**src/rtl/scoreboard_hazard_unit_if.sv**
```systemverilog
// D-stage hazard bundle between the datapath (master) and the hazard unit (slave).
// Carries operand/destination info in, and stall/flush enables plus debug state out.
interface scoreboard_hazard_unit_if #(
  parameter int REG_AW = 5,
  parameter int LAT_W  = 3
);
  logic [REG_AW-1:0]      rsD;
  logic [REG_AW-1:0]      rtD;
  logic                   useRsD;
  logic                   useRtD;
  logic                   branchD;
  logic                   regwriteD;
  logic [REG_AW-1:0]      writeregD;
  logic [LAT_W-1:0]       latD;
  logic                   mduD;
  logic                   flush_req;

  logic                   stallF;
  logic                   stallD;
  logic                   stallE;
  logic                   flushD;
  logic                   flushE;
  logic                   flushM;
  logic                   mdu_busy;
  logic [(1<<REG_AW)-1:0] pending;

  modport master (
    output rsD, rtD, useRsD, useRtD, branchD, regwriteD, writeregD, latD, mduD, flush_req,
    input  stallF, stallD, stallE, flushD, flushE, flushM, mdu_busy, pending
  );

  modport slave (
    input  rsD, rtD, useRsD, useRtD, branchD, regwriteD, writeregD, latD, mduD, flush_req,
    output stallF, stallD, stallE, flushD, flushE, flushM, mdu_busy, pending
  );
endinterface

```
**src/rtl/scoreboard_hazard_unit.sv**
```systemverilog
// Per-register countdown scoreboard hazard unit with a multi-cycle MDU occupancy
// counter and an exception flush path; drives every pipeline stall/flush enable.
module scoreboard_hazard_unit #(
  parameter int REG_AW     = 5,
  parameter int LAT_W      = 3,
  parameter int MDU_CYCLES = 32
) (
  input  logic                   clk,
  input  logic                   resetn,
  scoreboard_hazard_unit_if.slave hz
);

  localparam int NREG  = 1 << REG_AW;
  localparam int MDU_W = (MDU_CYCLES > 1) ? $clog2(MDU_CYCLES) : 1;
  localparam logic [MDU_W-1:0] MDU_INIT = MDU_W'(MDU_CYCLES - 1);

  logic [LAT_W-1:0] cnt_q [NREG];
  logic [LAT_W-1:0] cnt_d [NREG];
  logic [MDU_W-1:0] mdu_cnt_q;
  logic [MDU_W-1:0] mdu_cnt_d;

  logic rs_ok;
  logic rt_ok;
  logic datastall;
  logic mdustall;
  logic issue;

  // Branches read operands in D and need the result already available;
  // everything else reads in E, so a count of 1 is forwarded just in time.
  function automatic logic src_ok(input logic [REG_AW-1:0] r,
                                  input logic              use_r,
                                  input logic              br,
                                  input logic [LAT_W-1:0]  c);
    if (!use_r || (r == '0)) return 1'b1;
    if (br)                  return (c == '0);
    return (c <= LAT_W'(1));
  endfunction

  always_comb begin
    rs_ok     = src_ok(hz.rsD, hz.useRsD, hz.branchD, cnt_q[hz.rsD]);
    rt_ok     = src_ok(hz.rtD, hz.useRtD, hz.branchD, cnt_q[hz.rtD]);
    datastall = !rs_ok || !rt_ok;
    mdustall  = (mdu_cnt_q != '0);
  end

  // Flush overrides everything; a frozen E stage is never bubbled.
  always_comb begin
    if (hz.flush_req) begin
      hz.stallF = 1'b0;
      hz.stallD = 1'b0;
      hz.stallE = 1'b0;
      hz.flushD = 1'b1;
      hz.flushE = 1'b1;
      hz.flushM = 1'b1;
    end else begin
      hz.stallF = datastall || mdustall;
      hz.stallD = datastall || mdustall;
      hz.stallE = mdustall;
      hz.flushD = 1'b0;
      hz.flushE = datastall && !mdustall;
      hz.flushM = mdustall;
    end
    hz.mdu_busy = mdustall;
    issue       = !(datastall || mdustall) && !hz.flush_req;
  end

  always_comb begin
    hz.pending = '0;
    for (int i = 1; i < NREG; i++) begin
      hz.pending[i] = (cnt_q[i] != '0);
    end
  end

  // NOTE: every signal assigned in a combinational block gets a default on
  // entry so no path leaves it unassigned and infers a latch.
  always_comb begin
    cnt_d     = cnt_q;
    mdu_cnt_d = mdu_cnt_q;
    if (hz.flush_req) begin
      for (int i = 0; i < NREG; i++) cnt_d[i] = '0;
      mdu_cnt_d = '0;
    end else if (mdustall) begin
      mdu_cnt_d = mdu_cnt_q - MDU_W'(1);
    end else begin
      for (int i = 0; i < NREG; i++) begin
        if (cnt_q[i] != '0) cnt_d[i] = cnt_q[i] - LAT_W'(1);
      end
      // A new write to the same register supersedes its decrement.
      if (issue && hz.regwriteD && (hz.writeregD != '0) && (hz.latD != '0)) begin
        cnt_d[hz.writeregD] = hz.latD;
      end
      if (issue && hz.mduD) mdu_cnt_d = MDU_INIT;
    end
    cnt_d[0] = '0;
  end

  // NOTE: the scoreboard array is reset because its contents directly drive
  // stalls; a stale count after reset would freeze the pipeline.
  always_ff @(posedge clk or negedge resetn) begin
    if (!resetn) begin
      cnt_q     <= '{default: '0};
      mdu_cnt_q <= '0;
    end else begin
      // NOTE: non-blocking updates so every flop samples pre-edge values.
      cnt_q     <= cnt_d;
      mdu_cnt_q <= mdu_cnt_d;
    end
  end

endmodule

```
**src/flat_wrapper.sv**
```systemverilog
// flat-port wrapper written by rule: the top's interface ports become plain ports
module scoreboard_hazard_unit_flat 
#(
  parameter int REG_AW     = 5,
  parameter int LAT_W      = 3,
  parameter int MDU_CYCLES = 32
)
  (clk, resetn, hz_rsD, hz_rtD, hz_useRsD, hz_useRtD, hz_branchD, hz_regwriteD, hz_writeregD, hz_latD, hz_mduD, hz_flush_req, hz_stallF, hz_stallD, hz_stallE, hz_flushD, hz_flushE, hz_flushM, hz_mdu_busy, hz_pending);
  scoreboard_hazard_unit_if #(.REG_AW(REG_AW), .LAT_W(LAT_W)) hz_i ();
  input  logic clk;
  input  logic resetn;
  input wire logic [$bits(hz_i.rsD)-1:0] hz_rsD;
  input wire logic [$bits(hz_i.rtD)-1:0] hz_rtD;
  input wire logic [$bits(hz_i.useRsD)-1:0] hz_useRsD;
  input wire logic [$bits(hz_i.useRtD)-1:0] hz_useRtD;
  input wire logic [$bits(hz_i.branchD)-1:0] hz_branchD;
  input wire logic [$bits(hz_i.regwriteD)-1:0] hz_regwriteD;
  input wire logic [$bits(hz_i.writeregD)-1:0] hz_writeregD;
  input wire logic [$bits(hz_i.latD)-1:0] hz_latD;
  input wire logic [$bits(hz_i.mduD)-1:0] hz_mduD;
  input wire logic [$bits(hz_i.flush_req)-1:0] hz_flush_req;
  output wire logic [$bits(hz_i.stallF)-1:0] hz_stallF;
  output wire logic [$bits(hz_i.stallD)-1:0] hz_stallD;
  output wire logic [$bits(hz_i.stallE)-1:0] hz_stallE;
  output wire logic [$bits(hz_i.flushD)-1:0] hz_flushD;
  output wire logic [$bits(hz_i.flushE)-1:0] hz_flushE;
  output wire logic [$bits(hz_i.flushM)-1:0] hz_flushM;
  output wire logic [$bits(hz_i.mdu_busy)-1:0] hz_mdu_busy;
  output wire logic [$bits(hz_i.pending)-1:0] hz_pending;
  assign hz_i.rsD = hz_rsD;
  assign hz_i.rtD = hz_rtD;
  assign hz_i.useRsD = hz_useRsD;
  assign hz_i.useRtD = hz_useRtD;
  assign hz_i.branchD = hz_branchD;
  assign hz_i.regwriteD = hz_regwriteD;
  assign hz_i.writeregD = hz_writeregD;
  assign hz_i.latD = hz_latD;
  assign hz_i.mduD = hz_mduD;
  assign hz_i.flush_req = hz_flush_req;
  assign hz_stallF = hz_i.stallF;
  assign hz_stallD = hz_i.stallD;
  assign hz_stallE = hz_i.stallE;
  assign hz_flushD = hz_i.flushD;
  assign hz_flushE = hz_i.flushE;
  assign hz_flushM = hz_i.flushM;
  assign hz_mdu_busy = hz_i.mdu_busy;
  assign hz_pending = hz_i.pending;
  scoreboard_hazard_unit #(.REG_AW(REG_AW), .LAT_W(LAT_W), .MDU_CYCLES(MDU_CYCLES)) u_core (.clk(clk), .resetn(resetn), .hz(hz_i));
endmodule
```
**config.mk**
```make
export PLATFORM = sky130hd
export DESIGN_NAME = scoreboard_hazard_unit_flat
export DESIGN_NICKNAME = d
export VERILOG_FILES = /design/src/rtl/scoreboard_hazard_unit_if.sv /design/src/rtl/scoreboard_hazard_unit.sv /design/src/flat_wrapper.sv
export SDC_FILE = /design/constraint.sdc
export NUM_CORES = 1
export LEC_CHECK = 0
export ABC_AREA = 1
export CAP_MARGIN = 10
export CORE_MARGIN = 2
export CORE_UTILIZATION = 50
export DETAILED_ROUTE_END_ITERATION = 8
export PLACE_DENSITY = 0.76
export SETUP_SLACK_MARGIN = 0.3
export SLEW_MARGIN = 10
export SYNTH_ARGS = -nofsm -noshare
export SYNTH_HDL_FRONTEND = slang
export SYNTH_SLANG_ARGS = --single-unit
```
**constraint.sdc**
```tcl
create_clock -name clk -period 3.3 [get_ports clk]
set_clock_uncertainty 0.1 [all_clocks]
set_input_delay 0.825 -clock clk [delete_from_list [all_inputs] [get_ports clk]]
set_output_delay 0.825 -clock clk [all_outputs]
set_load 0.05 [all_outputs]
```
Yosys cells after proc, flatten, opt, wreduce, memory -nomap -nowiden

Cells that the tools add are included.
Widths: inputs -> output; s select.

Word-level logic and storage cells: 259
Latch bits: 0
Bits in read-only memories: 0
Register bits after elaboration: 98
Output and inout port bits: 39
Memory bits (writable): 0
Input bits: 26
Memories kept: 0

$lt $le $gt $ge: 6
Div/mod/pow operators: 0
Shifts and indexed selects: 0
Reduce and logical (&&, ||, !) cells: 57
Eq/ne operators: 1
Bitwise gates (word level): 3
Muxes and demuxes: 128
$add $sub $neg: 32
Multiply operators: 0

Operator list:

| kind                | number |
|---|---|
| $mux 3              | 100 |
| $mux 93             | 3 |
| $reduce_bool 3->1   | 33 |
| $bwmux 96           | 1 |
| $sub 3x1->3 const B | 31 |
| $bmux 3 s5          | 2 |
| $ge 6x6->1 const B  | 3 |
| $mux 1              | 18 |
| $not 5->6           | 3 |
| $demux 3 s5         | 1 |
| $mux 5              | 3 |
| $logic_not 5->1     | 2 |
| $reduce_bool 5->1   | 2 |
| $logic_and 1x1->1   | 7 |
| $logic_not 1->1     | 7 |
| $le 3x1->1 const B  | 2 |
| $logic_not 3->1     | 2 |
| $lt 6x1->1 const B  | 1 |
| $sub 5x1->5 const B | 1 |
| $logic_or 1x1->1    | 4 |
| $ne 2x2->1 const B  | 1 |

Longest topological paths before layout

Word-level depth: 19
Depth in mapped cells: 20
Gate-level depth less buffers: 17

Worst setup path after synthesis

Ideal clock, no wire load.

Kind: reg2out
From: register u_core.mdu_cnt_q[0]
To: output hz_flushE
Cell stages (with the launch flop): 10
Arrival time: 2,628 ps
Buffers on the path: 1
Slack: -253 ps
Data required time: 2,375 ps
Cell sequence: dfrtp_1 > inv_1 > ha_1 > nand2_1 > nor2_1 > inv_1 > nand2_1 > inv_2 > clkbuf_1 > a31oi_1

Cells in the longest elaborated chain, start to end: 4

Ends and longest elaborated chain:

| element                | RTL line                      | RTL |
|---|---|---|
| start, declared        | scoreboard_hazard_unit.sv:19  | `logic [MDU_W-1:0] mdu_cnt_q;` |
| start signal, assigned | scoreboard_hazard_unit.sv:106 | `mdu_cnt_q <= mdu_cnt_d;` |
| $reduce_bool 5->1      | scoreboard_hazard_unit.sv:43  | `mdustall = (mdu_cnt_q != '0);` |
| named net hz_mdu_busy  | flat_wrapper.sv:28            | `output wire logic [$bits(hz_i.mdu_busy)-1:0] hz_mdu_busy;` |
| $logic_not 1->1        | scoreboard_hazard_unit.sv:60  | `hz.flushE = datastall && !mdustall;` |
| $logic_and 1x1->1      | scoreboard_hazard_unit.sv:60  |  |
| $mux 1                 | scoreboard_hazard_unit.sv:48  | `if (hz.flush_req) begin` |
| end, declared          | flat_wrapper.sv:26            | `output wire logic [$bits(hz_i.flushE)-1:0] hz_flushE;` |

The timed path passes the listed nets, and every way through them passes these cells.

Final worst setup path

From: input hz_rtD[0]
To: output hz_flushE

Cells in the longest elaborated chain, start to end: 12
Elaborated cells on any way between the ends: 16
Classes of those cells: order compare (1); mux (8); bitwise (1); reduce/logical (6)

Ends and longest elaborated chain:

| element                                            | RTL line                     | RTL |
|---|---|---|
| start, declared                                    | flat_wrapper.sv:13           | `input wire logic [$bits(hz_i.rtD)-1:0] hz_rtD;` |
| branches (longest 7 deep; another with $le 3x1->1) | --                           |  |
| $mux 1 (*)                                         | scoreboard_hazard_unit.sv:35 | `if (br) return (c == '0);` |
| $logic_not 1->1 (*)                                | scoreboard_hazard_unit.sv:42 | `datastall = !rs_ok \|\| !rt_ok;` |
| $logic_or 1x1->1 (*)                               | scoreboard_hazard_unit.sv:42 |  |
| $logic_and 1x1->1 (*)                              | scoreboard_hazard_unit.sv:60 |  |
| $mux 1 (*)                                         | scoreboard_hazard_unit.sv:48 |  |

Every way passes the cells marked *. The select of a mux whose other input is x is not followed.

==> flow_summary.yaml <==
run_status:
  outcome: "complete, but fails checks"
  failed_checks: "setup timing"
synthesis:
  synth_warnings: 0
  synth_top_area_cell: "dfrtp_1"
  synth-compound-area-share_pct: 5.357
  ys_top_cells_by_area: "dfrtp_1 (28%), nand2_1 (23%), nand3_1 (14%)"
  synth_top_family_by_area: "simple AND/OR/NAND/NOR gates"
  synth_top_area_share_pct: 28.00
  synth_edf_count: 0
  synthMuxAreaShare_pct: 0
  yosys.cell_types.count: 29
  synthXorXnorAreaFrac_pct: 5.500
  syn_area_um2: 8758
  synth-seq-area-share_pct: 28.00
  synthSimpleGateAreaFrac_pct: 42.91
  synthCells: 1401
  ys_ff_latch: 98
  yosys.area_share.adder_pct: 9.000
  synth.avg_cell_area_um2: 6.252
  ys.flop_type: "dfrtp_1"
  ys_async_sr_fraction_pct: 100.0
  synth_nets: 1490
power:
  p_leak_nw: 5.833
  power.share.clock_pct: 22.5
  p_seq_share_pct: 29.8
  p_switching_mw: 2.139
  ir_worst_vdd_uv: 397.0
  p_per_area_nw_per_um2: 448.5
  p_int_mw: 2.570
  combPwrFrac_pct: 47.7
  switching_share_pct: 45.42
  power.total_mw: 4.709
global_routing:
  gr-usage-met1_pct: 39.26
  grt_util_met3_pct: 3.840
  grt_pass1_wl_um: 41470
  grt_max_degree: 85
  grt_pass1_vias: 8165
  antenna_found_initial: 0
  grtUsageMet2_pct: 45.51
  globalRoute.busiestLayer: "met2"
  grt_overflow_total: 0
  grtUsageTotal_pct: 28.57
finish:
  layout.cells.non_filler: 1708
  layout-drive-gt1-share_pct: 9.508
  fin_nets: 1567
  diodes: 0
  finish.utilization_pct: 60.91
  area_growth_pct: 19.87
  stdcell_area_um2: 10500
clocking:
  hold_buffers: 0
  clock-sinks: 98
  clk_latency_ps: 360
  cts_tree: "yes"
  cts.clk_slew.worst_paths_ps: 70
  cts_root_buf: "clkbuf_16"
  cts_made_buffers: 9
  cts-htree-levels: 3
  clockBufferDepth: 2
worst_setup_path:
  cp-endpoint: "hz_flushE"
  worstSetupPathType: "input pin to output port"
  crit_family: "buffers and inverters"
  crit_arrival_ps: 2420
  rr_startpoint: "u_core.cnt_q[2]"
  slowest_stage: "a31oi_4"
  cp_num_cells: 16
  worstReg2RegEnd: "u_core.cnt_q[86]"
  rrSetupSlack_ps: 660
  worstSetupStartpointType: "input pin"
  rr_worst_depth: 17
  setup.worst_path.start: "hz_rtD[0]"
  path_max_fanout: 5
  worstPathCellList: "buf_12, buf_12, inv_8, buf_6, buf_4, nand2_1, nand3_2, nand3_2, nand3_2, nand2_1, nand2_1, nand2_2, nand3_4, buf_4, a31oi_4, buf_12"
  critical-path-max-stage-delay_ps: 170
  endpoint_kind: "output port"
  required_ps: 2370
  worst-path-buf-inv: 7
sta:
  timing.final.ws_setup_ps: -40.06
  fmax_mhz: 299.4
  period_needed_ps: 3340
  drv_slew: 0
  fin_setup_tns_ps: -102.3
  rsz0062_at_grt: "yes"
  worstMarginPinSlew_ps: 637.0
  finalCritPeriodShare_pct: 101.2
  maxSlewHeadroom_pct: 57.43
  setup_viol: 3
  hold_viol_final: 0
drt:
  final_antenna_net_count: 0
  via_count: 9203
  drc: 0
  first_iter_violations: 766
  via_per_inst: 5.388
  routed_wl_um: 26030
  first_pass_iters: 5
  routedWlPerCell_um: 15.24
placed_design:
  placedCellCount: 1680
  dp.final_hpwl_um: 18330
  placed_area_um2: 9878
  numPortBuffers: 63
  gp_congestion: 0.9791
floorplan:
  core_um2: 17240
  initial_utilization_pct: 50.81
  dieArea_um2: 18590
  row_count: 48
  ios: 65
  die_h_um: 136.4
  fp.dieW_um: 136.4
min_path:
  hold_class: "input pin to async pin"
run:
  cap_violations: 0
[through the flow]
step	hold WS [ps]	worst slack, ps
floorplan	349.1	-5.741
global placement	361.8	-601.0
detailed placement	364.8	-557.4
CTS	211.1	-28.23
global route	223.4	-124.5
finish	208.2	-40.06
[per-layer routing]
metal | vias to the layer above | wire [um]
li1 | 4606 | -
met1 | 4216 | 11480
met2 | 329 | 11910
met3 | 52 | 1845
met4 | 0 | 789
met5 | - | 0
[worst min-delay path by stage]
| stage | endpoint | cells past startpoint | slack [ps] | startpoint |
|---|---|---|---|---|
| detailed placement | u_core.cnt_q[0] | 2 | 360 | u_core.cnt_q[0] |
| finish | u_core.cnt_q[1] | 1 | 210 | resetn |
| global placement | u_core.cnt_q[33] | 2 | 360 | u_core.cnt_q[33] |
| global route | u_core.cnt_q[1] | 1 | 220 | resetn |
| floorplan | u_core.cnt_q[0] | 2 | 350 | u_core.cnt_q[0] |
| CTS | u_core.cnt_q[85] | 1 | 210 | resetn |
[synthesized netlist by cell type (2+ instances only)]
cell type,instances
nor3_1,4
buf_4,9
nor2_1,106
dfrtp_1,98
nand3_2,2
xor2_1,54
o21ai_0,68
buf_2,12
nor2_4,2
inv_2,7
a21oi_1,11
buf_6,7
clkbuf_1,30
a31oi_1,2
ha_1,63
nand3_1,246
inv_1,120
nand2_1,544
o211ai_1,6
[flip-flops by register name, summed over array words and instances, names as in the netlist]
| register | count |
|---|---|
| u_core.cnt_q | 93 |
| u_core.mdu_cnt_q | 5 |
[power by group through the flow]
stage                     logic, mW  registers, mW  clock network, mW
after floorplan                1.56           1.39                  0
after global placement         2.18           1.42                  0
after detailed placement       2.22           1.42                  0
after CTS                      2.23           1.40               1.08
after global routing           2.46           1.42               1.12
final                          2.25           1.40               1.06
[layout by cell type, fill, tap and decap left out, types with 2 or more instances in the layout]
cell type        count
a21oi_1             10
buf_12              12
buf_16               2
buf_2                3
buf_4               49
buf_6               10
clkbuf_16            9
clkbuf_2             2
clkbuf_8             2
clkdlybuf4s50_1     16
clkinvlp_4           3
dfrtp_1             98
dlygate4sd2_1       14
dlymetal6s2s_1      18
ha_1                63
inv_1              117
inv_2                6
inv_8                2
nand2_1            534
nand2_2             10
nand3_1            238
nand3_2              7
nand3_4              3
nor2_1              96
nor2_2               5
nor2_4               8
nor3_1               4
o211ai_1             6
o21ai_0             67
xor2_1              54
[area by class of cell]
cell class	count	area, um2
well taps	225	281.5
clock buffers	11	252.7
flip-flops and latches	98	2452
repair buffers	126	1309
clock inverters	5	37.54
multi-input cells	1116	5668
fillers	1668	6738
inverters	127	498.0
[repair_timing]
item / in CTS / in global routing
pin swaps: 15 / 18
cloned: 2 / 0
setup endpoints to repair: 109 / 43
gates resized for setup: 88 / 36
buffers inserted: 8 / 2
[logic make-up (layout without fill, tap and decap cells)]
| kind of cell | after synthesis | after routing |
|---|---|---|
| AND/OR/NAND/NOR | 908 | 908 |
| buffers and inverters | 187 | 269 |
| flip-flops | 98 | 98 |
| AO/OA/AOI/OAI | 89 | 89 |
| adder cells (fa/ha/maj) | 63 | 63 |
| XOR/XNOR | 55 | 55 |
| other | 1 | 1 |
(Power assumes the default switching activity.)
